<file path="src/rtl/wb_rr_arbiter.sv">
// Round-robin Wishbone arbiter: several pipelined masters share one slave.
// One master owns the slave from the cycle after it wins arbitration until it
// drops cyc; in-flight requests are counted so the owner can be throttled.
module wb_rr_arbiter #(
    parameter int g_num_masters     = 4,
    parameter int g_addr_width      = 32,
    parameter int g_data_width      = 32,
    parameter int g_max_outstanding = 15
) (
    input  logic                                      clk_sys_i,
    input  logic                                      rst_n_i,
    // master-side ports, master k occupies bit / slice k
    input  logic [g_num_masters-1:0]                  s_cyc_i,
    input  logic [g_num_masters-1:0]                  s_stb_i,
    input  logic [g_num_masters-1:0]                  s_we_i,
    input  logic [g_num_masters*g_addr_width-1:0]     s_adr_i,
    input  logic [g_num_masters*g_data_width-1:0]     s_dat_i,
    input  logic [g_num_masters*(g_data_width/8)-1:0] s_sel_i,
    output logic [g_data_width-1:0]                   s_dat_o,
    output logic [g_num_masters-1:0]                  s_ack_o,
    output logic [g_num_masters-1:0]                  s_err_o,
    output logic [g_num_masters-1:0]                  s_rty_o,
    output logic [g_num_masters-1:0]                  s_stall_o,
    // shared slave port
    output logic                                      m_cyc_o,
    output logic                                      m_stb_o,
    output logic                                      m_we_o,
    output logic [g_addr_width-1:0]                   m_adr_o,
    output logic [g_data_width-1:0]                   m_dat_o,
    output logic [g_data_width/8-1:0]                 m_sel_o,
    input  logic [g_data_width-1:0]                   m_dat_i,
    input  logic                                      m_ack_i,
    input  logic                                      m_err_i,
    input  logic                                      m_rty_i,
    input  logic                                      m_stall_i,
    // one-hot current owner, zero when idle
    output logic [g_num_masters-1:0]                  grant_o
);

    localparam int SEL_W = g_data_width / 8;
    localparam int IDX_W = $clog2(g_num_masters);
    localparam int CNT_W = $clog2(g_max_outstanding + 1);

    localparam logic [0:0] ST_IDLE  = 1'b0;
    localparam logic [0:0] ST_OWNED = 1'b1;

    localparam logic [CNT_W-1:0] MAX_CNT   = CNT_W'(g_max_outstanding);
    // Last owner after reset is the top index so master 0 is searched first.
    localparam logic [IDX_W-1:0] LAST_INIT = IDX_W'(g_num_masters - 1);
    localparam logic [IDX_W:0]   NUM_EXT   = (IDX_W + 1)'(g_num_masters);

    // Per-master views of the flattened buses.
    logic [g_addr_width-1:0] adr_arr [g_num_masters];
    logic [g_data_width-1:0] dat_arr [g_num_masters];
    logic [SEL_W-1:0]        sel_arr [g_num_masters];

    logic [0:0]               state_reg, state_next;
    logic [IDX_W-1:0]         owner_reg, owner_next;
    logic [g_num_masters-1:0] grant_reg, grant_next;
    logic [IDX_W-1:0]         last_reg, last_next;
    logic [CNT_W-1:0]         outstanding_reg, outstanding_next;

    logic             owned;
    logic             own_cyc;
    logic             throttle;
    logic             resp_any;
    logic             resp_en;
    logic             accept;
    logic             pick_found;
    logic [IDX_W-1:0] pick_idx;
    logic [IDX_W:0]   cand_sum;
    logic [IDX_W-1:0] cand_idx;

    generate
        for (genvar gi = 0; gi < g_num_masters; gi++) begin : g_slice
            assign adr_arr[gi] = s_adr_i[gi*g_addr_width +: g_addr_width];
            assign dat_arr[gi] = s_dat_i[gi*g_data_width +: g_data_width];
            assign sel_arr[gi] = s_sel_i[gi*SEL_W +: SEL_W];
        end
    endgenerate

    // Reset is folded in combinationally so an owner's transfer is cut off
    // in the very cycle reset is asserted, not one cycle later.
    assign owned    = (state_reg == ST_OWNED) && rst_n_i;
    assign own_cyc  = s_cyc_i[owner_reg];
    assign throttle = (outstanding_reg == MAX_CNT);
    assign resp_any = m_ack_i | m_err_i | m_rty_i;
    assign resp_en  = owned & own_cyc;
    assign accept   = m_stb_o & ~m_stall_i;

    // Shared slave request follows the owner's slice; quiet when idle.
    assign m_cyc_o = owned & own_cyc;
    assign m_stb_o = owned & s_stb_i[owner_reg] & ~throttle;
    assign m_we_o  = owned & s_we_i[owner_reg];
    assign m_adr_o = owned ? adr_arr[owner_reg] : '0;
    assign m_dat_o = owned ? dat_arr[owner_reg] : '0;
    assign m_sel_o = owned ? sel_arr[owner_reg] : '0;

    assign s_dat_o = m_dat_i;
    assign grant_o = grant_reg;

    // Responses reach only the owner and only while it still holds cyc;
    // everyone else is stalled.
    generate
        for (genvar gi = 0; gi < g_num_masters; gi++) begin : g_resp
            assign s_ack_o[gi]   = resp_en & grant_reg[gi] & m_ack_i;
            assign s_err_o[gi]   = resp_en & grant_reg[gi] & m_err_i;
            assign s_rty_o[gi]   = resp_en & grant_reg[gi] & m_rty_i;
            assign s_stall_o[gi] = ~(owned & grant_reg[gi]) | m_stall_i | throttle;
        end
    endgenerate

    // Round-robin search: first requester strictly after the last owner,
    // wrapping, so the previous owner is considered last.
    always_comb begin
        pick_found = 1'b0;
        pick_idx   = '0;
        cand_sum   = '0;
        cand_idx   = '0;
        for (int i = 1; i <= g_num_masters; i++) begin
            cand_sum = {1'b0, last_reg} + (IDX_W + 1)'(i);
            if (cand_sum >= NUM_EXT) begin
                cand_sum = cand_sum - NUM_EXT;
            end
            cand_idx = cand_sum[IDX_W-1:0];
            if (!pick_found && s_cyc_i[cand_idx]) begin
                pick_found = 1'b1;
                pick_idx   = cand_idx;
            end
        end
    end

    // Ownership hand-over and in-flight request bookkeeping.
    always_comb begin
        state_next       = state_reg;
        owner_next       = owner_reg;
        grant_next       = grant_reg;
        last_next        = last_reg;
        outstanding_next = outstanding_reg;
        case (state_reg)
            ST_IDLE: begin
                if (pick_found) begin
                    state_next           = ST_OWNED;
                    owner_next           = pick_idx;
                    grant_next           = '0;
                    grant_next[pick_idx] = 1'b1;
                    outstanding_next     = '0;
                end
            end
            ST_OWNED: begin
                if (!own_cyc) begin
                    // Owner ended its cycle: late responses are dropped
                    // because nobody is granted any more.
                    state_next       = ST_IDLE;
                    grant_next       = '0;
                    last_next        = owner_reg;
                    outstanding_next = '0;
                end else if (accept && !resp_any) begin
                    if (outstanding_reg != MAX_CNT) begin
                        outstanding_next = outstanding_reg + 1'b1;
                    end
                end else if (!accept && resp_any) begin
                    // A spurious response with nothing in flight is still
                    // forwarded but must not underflow the count.
                    if (outstanding_reg != '0) begin
                        outstanding_next = outstanding_reg - 1'b1;
                    end
                end
            end
            default: begin
                state_next       = ST_IDLE;
                grant_next       = '0;
                outstanding_next = '0;
            end
        endcase
    end

    // State registers with synchronous active-low reset.
    always_ff @(posedge clk_sys_i) begin
        if (!rst_n_i) begin
            state_reg       <= ST_IDLE;
            owner_reg       <= '0;
            grant_reg       <= '0;
            last_reg        <= LAST_INIT;
            outstanding_reg <= '0;
        end else begin
            state_reg       <= state_next;
            owner_reg       <= owner_next;
            grant_reg       <= grant_next;
            last_reg        <= last_next;
            outstanding_reg <= outstanding_next;
        end
    end

endmodule

</file>
<file path="config.mk">
export PLATFORM = sky130hd
export DESIGN_NAME = wb_rr_arbiter
export DESIGN_NICKNAME = d
export VERILOG_FILES = /design/src/rtl/wb_rr_arbiter.sv
export SDC_FILE = /design/constraint.sdc
export NUM_CORES = 1
export LEC_CHECK = 0
export CORE_AREA = 2 2 173 175
export CTS_BUF_LIST = sky130_fd_sc_hd__clkbuf_4 sky130_fd_sc_hd__clkbuf_8
export CTS_CLUSTER_SIZE = 24
export DETAILED_ROUTE_END_ITERATION = 16
export DIE_AREA = 0 0 175 177
export PLACE_DENSITY_LB_ADDON = 0.2
export SLEW_MARGIN = 10
export SYNTH_ARGS = -nofsm -noshare
export SYNTH_HDL_FRONTEND = slang
export SYNTH_SLANG_ARGS = --single-unit
</file>
<file path="constraint.sdc">
create_clock -name clk_sys_i -period 3.86 [get_ports clk_sys_i]
set_clock_uncertainty 0.15 [all_clocks]
set_input_delay 0.965 -clock clk_sys_i [delete_from_list [all_inputs] [get_ports clk_sys_i]]
set_output_delay 0.965 -clock clk_sys_i [all_outputs]
set_load 0.02 [all_outputs]
</file>
==> flow_summary_export.csv <==
group,metric,value,unit
power,seqPwrFrac,14.0,%
drt,wl_met2,10.11,mm
logic_synthesis,avgSynthCellArea,10.47,sq um
power,power_leakage,3.513,nW
place,port-buffer-count,380,
logic_synthesis,netlist_instances,312,
clocking,cts_made_buffers,3,
setup_path,slowest_delay,0.61,ns
sta,period_needed,3.788,ns
drt,wl_per_cell,17.98,um
sta,rsz0062_at_grt,"no",
power,sw_frac_of_total,32.39,%
sta,tns,0,ns
sta,hold_viol_final,0,
sta,worstMarginPinSlew,0.6013,ns
clocking,root_buffer,"clkbuf_8",
sta,setup_viol,0,
global_routing,grt_usage,11.07,%
layout,synthToLayoutAreaGrowth,132.3,%
clocking,clk-insertion-delay-late,0.25,ns
global_routing,antenna_found_initial,0,
floorplan,die-area,30980,sq um
clocking,clockBufferDepth,2,
sta,relSlewSlack,59.54,%
setup_path,crit_buf_inv,3,
power,ir_worst_vdd,0.08797,mV
place,place_congestion,0.7720,
clocking,cts_tree,"built",
drt,drt_first_pass_iters,5,
global_routing,grt_start_max_net_pins,42,
layout,n_antenna_cell,0,
drt,num_vias,3959,
sta,setup_slack,0.07164,ns
layout,drive_gt1_share,15.37,%
clocking,clkSinkCount,13,
logic_synthesis,synthFlopType,"dfxtp_1",
sta,drv_slew,0,
clocking,cts.clk_slew.worst_paths,0.05,ns
sta,period_share,98.14,%
floorplan,rows,63,
logic_synthesis,yosysSeqAreaShare,7.963,%
setup_path,path_max_fanout,33,
logic_synthesis,synth_area,3268,sq um
logic_synthesis,async_flop_share,0,%
setup_path,crit_top_cell,"clkdlybuf4s50_1",
drt,dr_wl_met3,1.415,mm
floorplan,core,29240,sq um
setup_path,critPathKind,"in2out",
drt,finalWirelength,18.83,mm
logic_synthesis,ys_warn_count,0,
power,finalPower,0.001203,W
global_routing,overflow,0,
clocking,cts_htree_levels,1,
drt,postRouteAntennaNets,0,
status,outcome,"complete, no violations",
floorplan,io_pins,445,
drt,drt_iter0_drc,78,
sta,fmax,264.0,MHz
drt,drc_errors,0,
setup_path,cp_slowest_cell,"clkdlybuf4s50_1",
floorplan,fp.dieH,177,um
power,intPower,0.0008133,W
power,power_frac_clock,10.9,%
place,place_ws,-0.4928,ns
setup_path,crit_required,2.74,ns
logic_synthesis,synth-edff-count,0,
global_routing,grt_pass1_wl,26.28,mm
clocking,cts-hold-fix-buffers,0,
global_routing,grt_pass1_vias,4256,
logic_synthesis,synth_fp_nets,637,
drt,wl_met1,7.187,mm
layout,fin_nets,983,
drt,post_drt_via_cell_ratio,3.781,
job,max_cap_violations,0,
setup_path,crit_chain,"clkdlybuf4s50_1, and2_2, buf_12, and2_1, clkdlybuf4s50_1",
setup_path,critical-path-top-delay-family,"buffers and inverters",
floorplan,chipWidth,175,um
logic_synthesis,synth.distinct_cells,40,
floorplan,start_util,11.18,%
worst_hold_path,worstHoldPathType,"reg2reg",
place,hpwl,16.16,mm
power,p_comb_share,75.2,%
power,switchingPower,0.0003897,W
setup_path,critPathCaptureType,"output pin",
setup_path,critical_path_arrival,2.67,ns
power,power_density,158.5,nW/um^2
setup_path,start_kind,"input pin",
logic_synthesis,ys_seq_elements,13,
drt,top_layer,"met4",
==> timing repair <==
item | 4_1_cts | 5_1_grt
endpoints found under the hold margin | 0 | 0
endpoints found under the setup margin | 19 | 52
setup buffers | 0 | 0
resized for setup | 20 | 52
==> tightest hold or removal path, cell delays in order, from the launching register on <==
cell	delay, ns
dfxtp_1	0.34
mux2i_1	0.07
nand2_1	0.06
==> final timing paths <==
path,slack [ns],cells past startpoint,end,from
worst max-delay path,0.07,5,m_adr_o[10],rst_n_i
worst min register to register,0.35,2,last_reg[0],last_reg[0]
worst max register to register,0.79,10,outstanding_reg[3],owner_reg[0]
worst min-delay path,0.35,2,last_reg[0],last_reg[0]
==> through the flow <==
step / std cells / hold slack [ns] / util, % / area, sq um
CTS: 1047 / 0.3560 / 25.51 / 7461
detailed placement: 1043 / 0.3326 / 25.40 / 7427
global placement: 1043 / 0.3363 / 25.40 / 7427
finish: 1047 / 0.3463 / 25.96 / 7591
global route: 1047 / 0.3807 / 25.96 / 7591
floorplan: 312 / 0.2992 / - / 3268
==> power groups by stage <==
| stage | Combinational [W] | Sequential, W | Clock, W |
|---|---|---|---|
| floorplan | 0.000472 | 0.000161 | 0 |
| global placement | 0.000927 | 0.000172 | 0 |
| detailed placement | 0.000928 | 0.000172 | 0 |
| CTS | 0.000931 | 0.000169 | 0.000136 |
| global route | 0.000968 | 0.000171 | 0.000143 |
| finish | 0.000904 | 0.000168 | 0.000131 |
==> area by class of cell <==
class | instances | area, sq um
Clock buffer | 4 | 48.80
Inverter | 5 | 18.77
Multi-Input combinational cell | 236 | 2651
Timing Repair Buffer | 399 | 4116
Sequential cell | 13 | 267.8
Tap cell | 390 | 488.0
Fill cell | 3101 | 21650
==> synthesized netlist by cell type (all sizes together) (2+ instances only) <==
cell type | number | area, sq um
mux4 | 71 | 1599
clkbuf | 18 | 67.56
o21ai | 2 | 10.01
or3 | 2 | 12.51
nor4 | 3 | 18.77
ha | 2 | 25.02
nand3 | 2 | 10.01
inv | 5 | 18.76
and3 | 16 | 100.1
a22oi | 2 | 15.01
mux2i | 5 | 50.05
buf | 40 | 279.0
nand4 | 3 | 33.78
nor2 | 7 | 26.28
or4 | 2 | 15.01
and2 | 72 | 450.4
dfxtp | 13 | 260.3
nand2b | 6 | 37.54
nor3 | 3 | 15.01
a31oi | 2 | 12.51
a21oi | 7 | 35.03
nand2 | 16 | 60.06
==> placed cells by master, fill, tap and decap left out, drive strengths merged, types with 2 or more instances in the layout <==
cell type / instances
dfxtp: 13
nand4: 3
a22oi: 2
mux2i: 5
nor3: 3
buf: 19
nand3: 2
dlymetal6s2s: 52
dlygate4sd2: 18
mux4: 71
ha: 2
nand2: 16
a31oi: 2
or3: 2
and3: 16
a21oi: 7
clkdlybuf4s50: 310
and2: 72
nor2: 7
nor4: 3
o21ai: 2
inv: 5
clkbuf: 4
nand2b: 6
or4: 2
==> metal layers <==
metal	GRT usage (%)	vias to the layer above
met3	2.599	12
met2	21.43	205
met1	12.70	1882
met4	1.042	0
met5	0	-
li1	-	1860
==> kinds of logic (layout without fill, tap and decap cells) <==
family	after synthesis	in the layout	synth area share (%)
compound gates	19	19	3.790
xor+xnor	1	1	0.2680
fa+ha+maj	3	3	1.378
buf+inv	63	408	11.18
flops	13	13	7.963
mux	76	76	50.46
simple gates	137	137	24.96
Note: power is estimated with default switching activity, not from simulation.
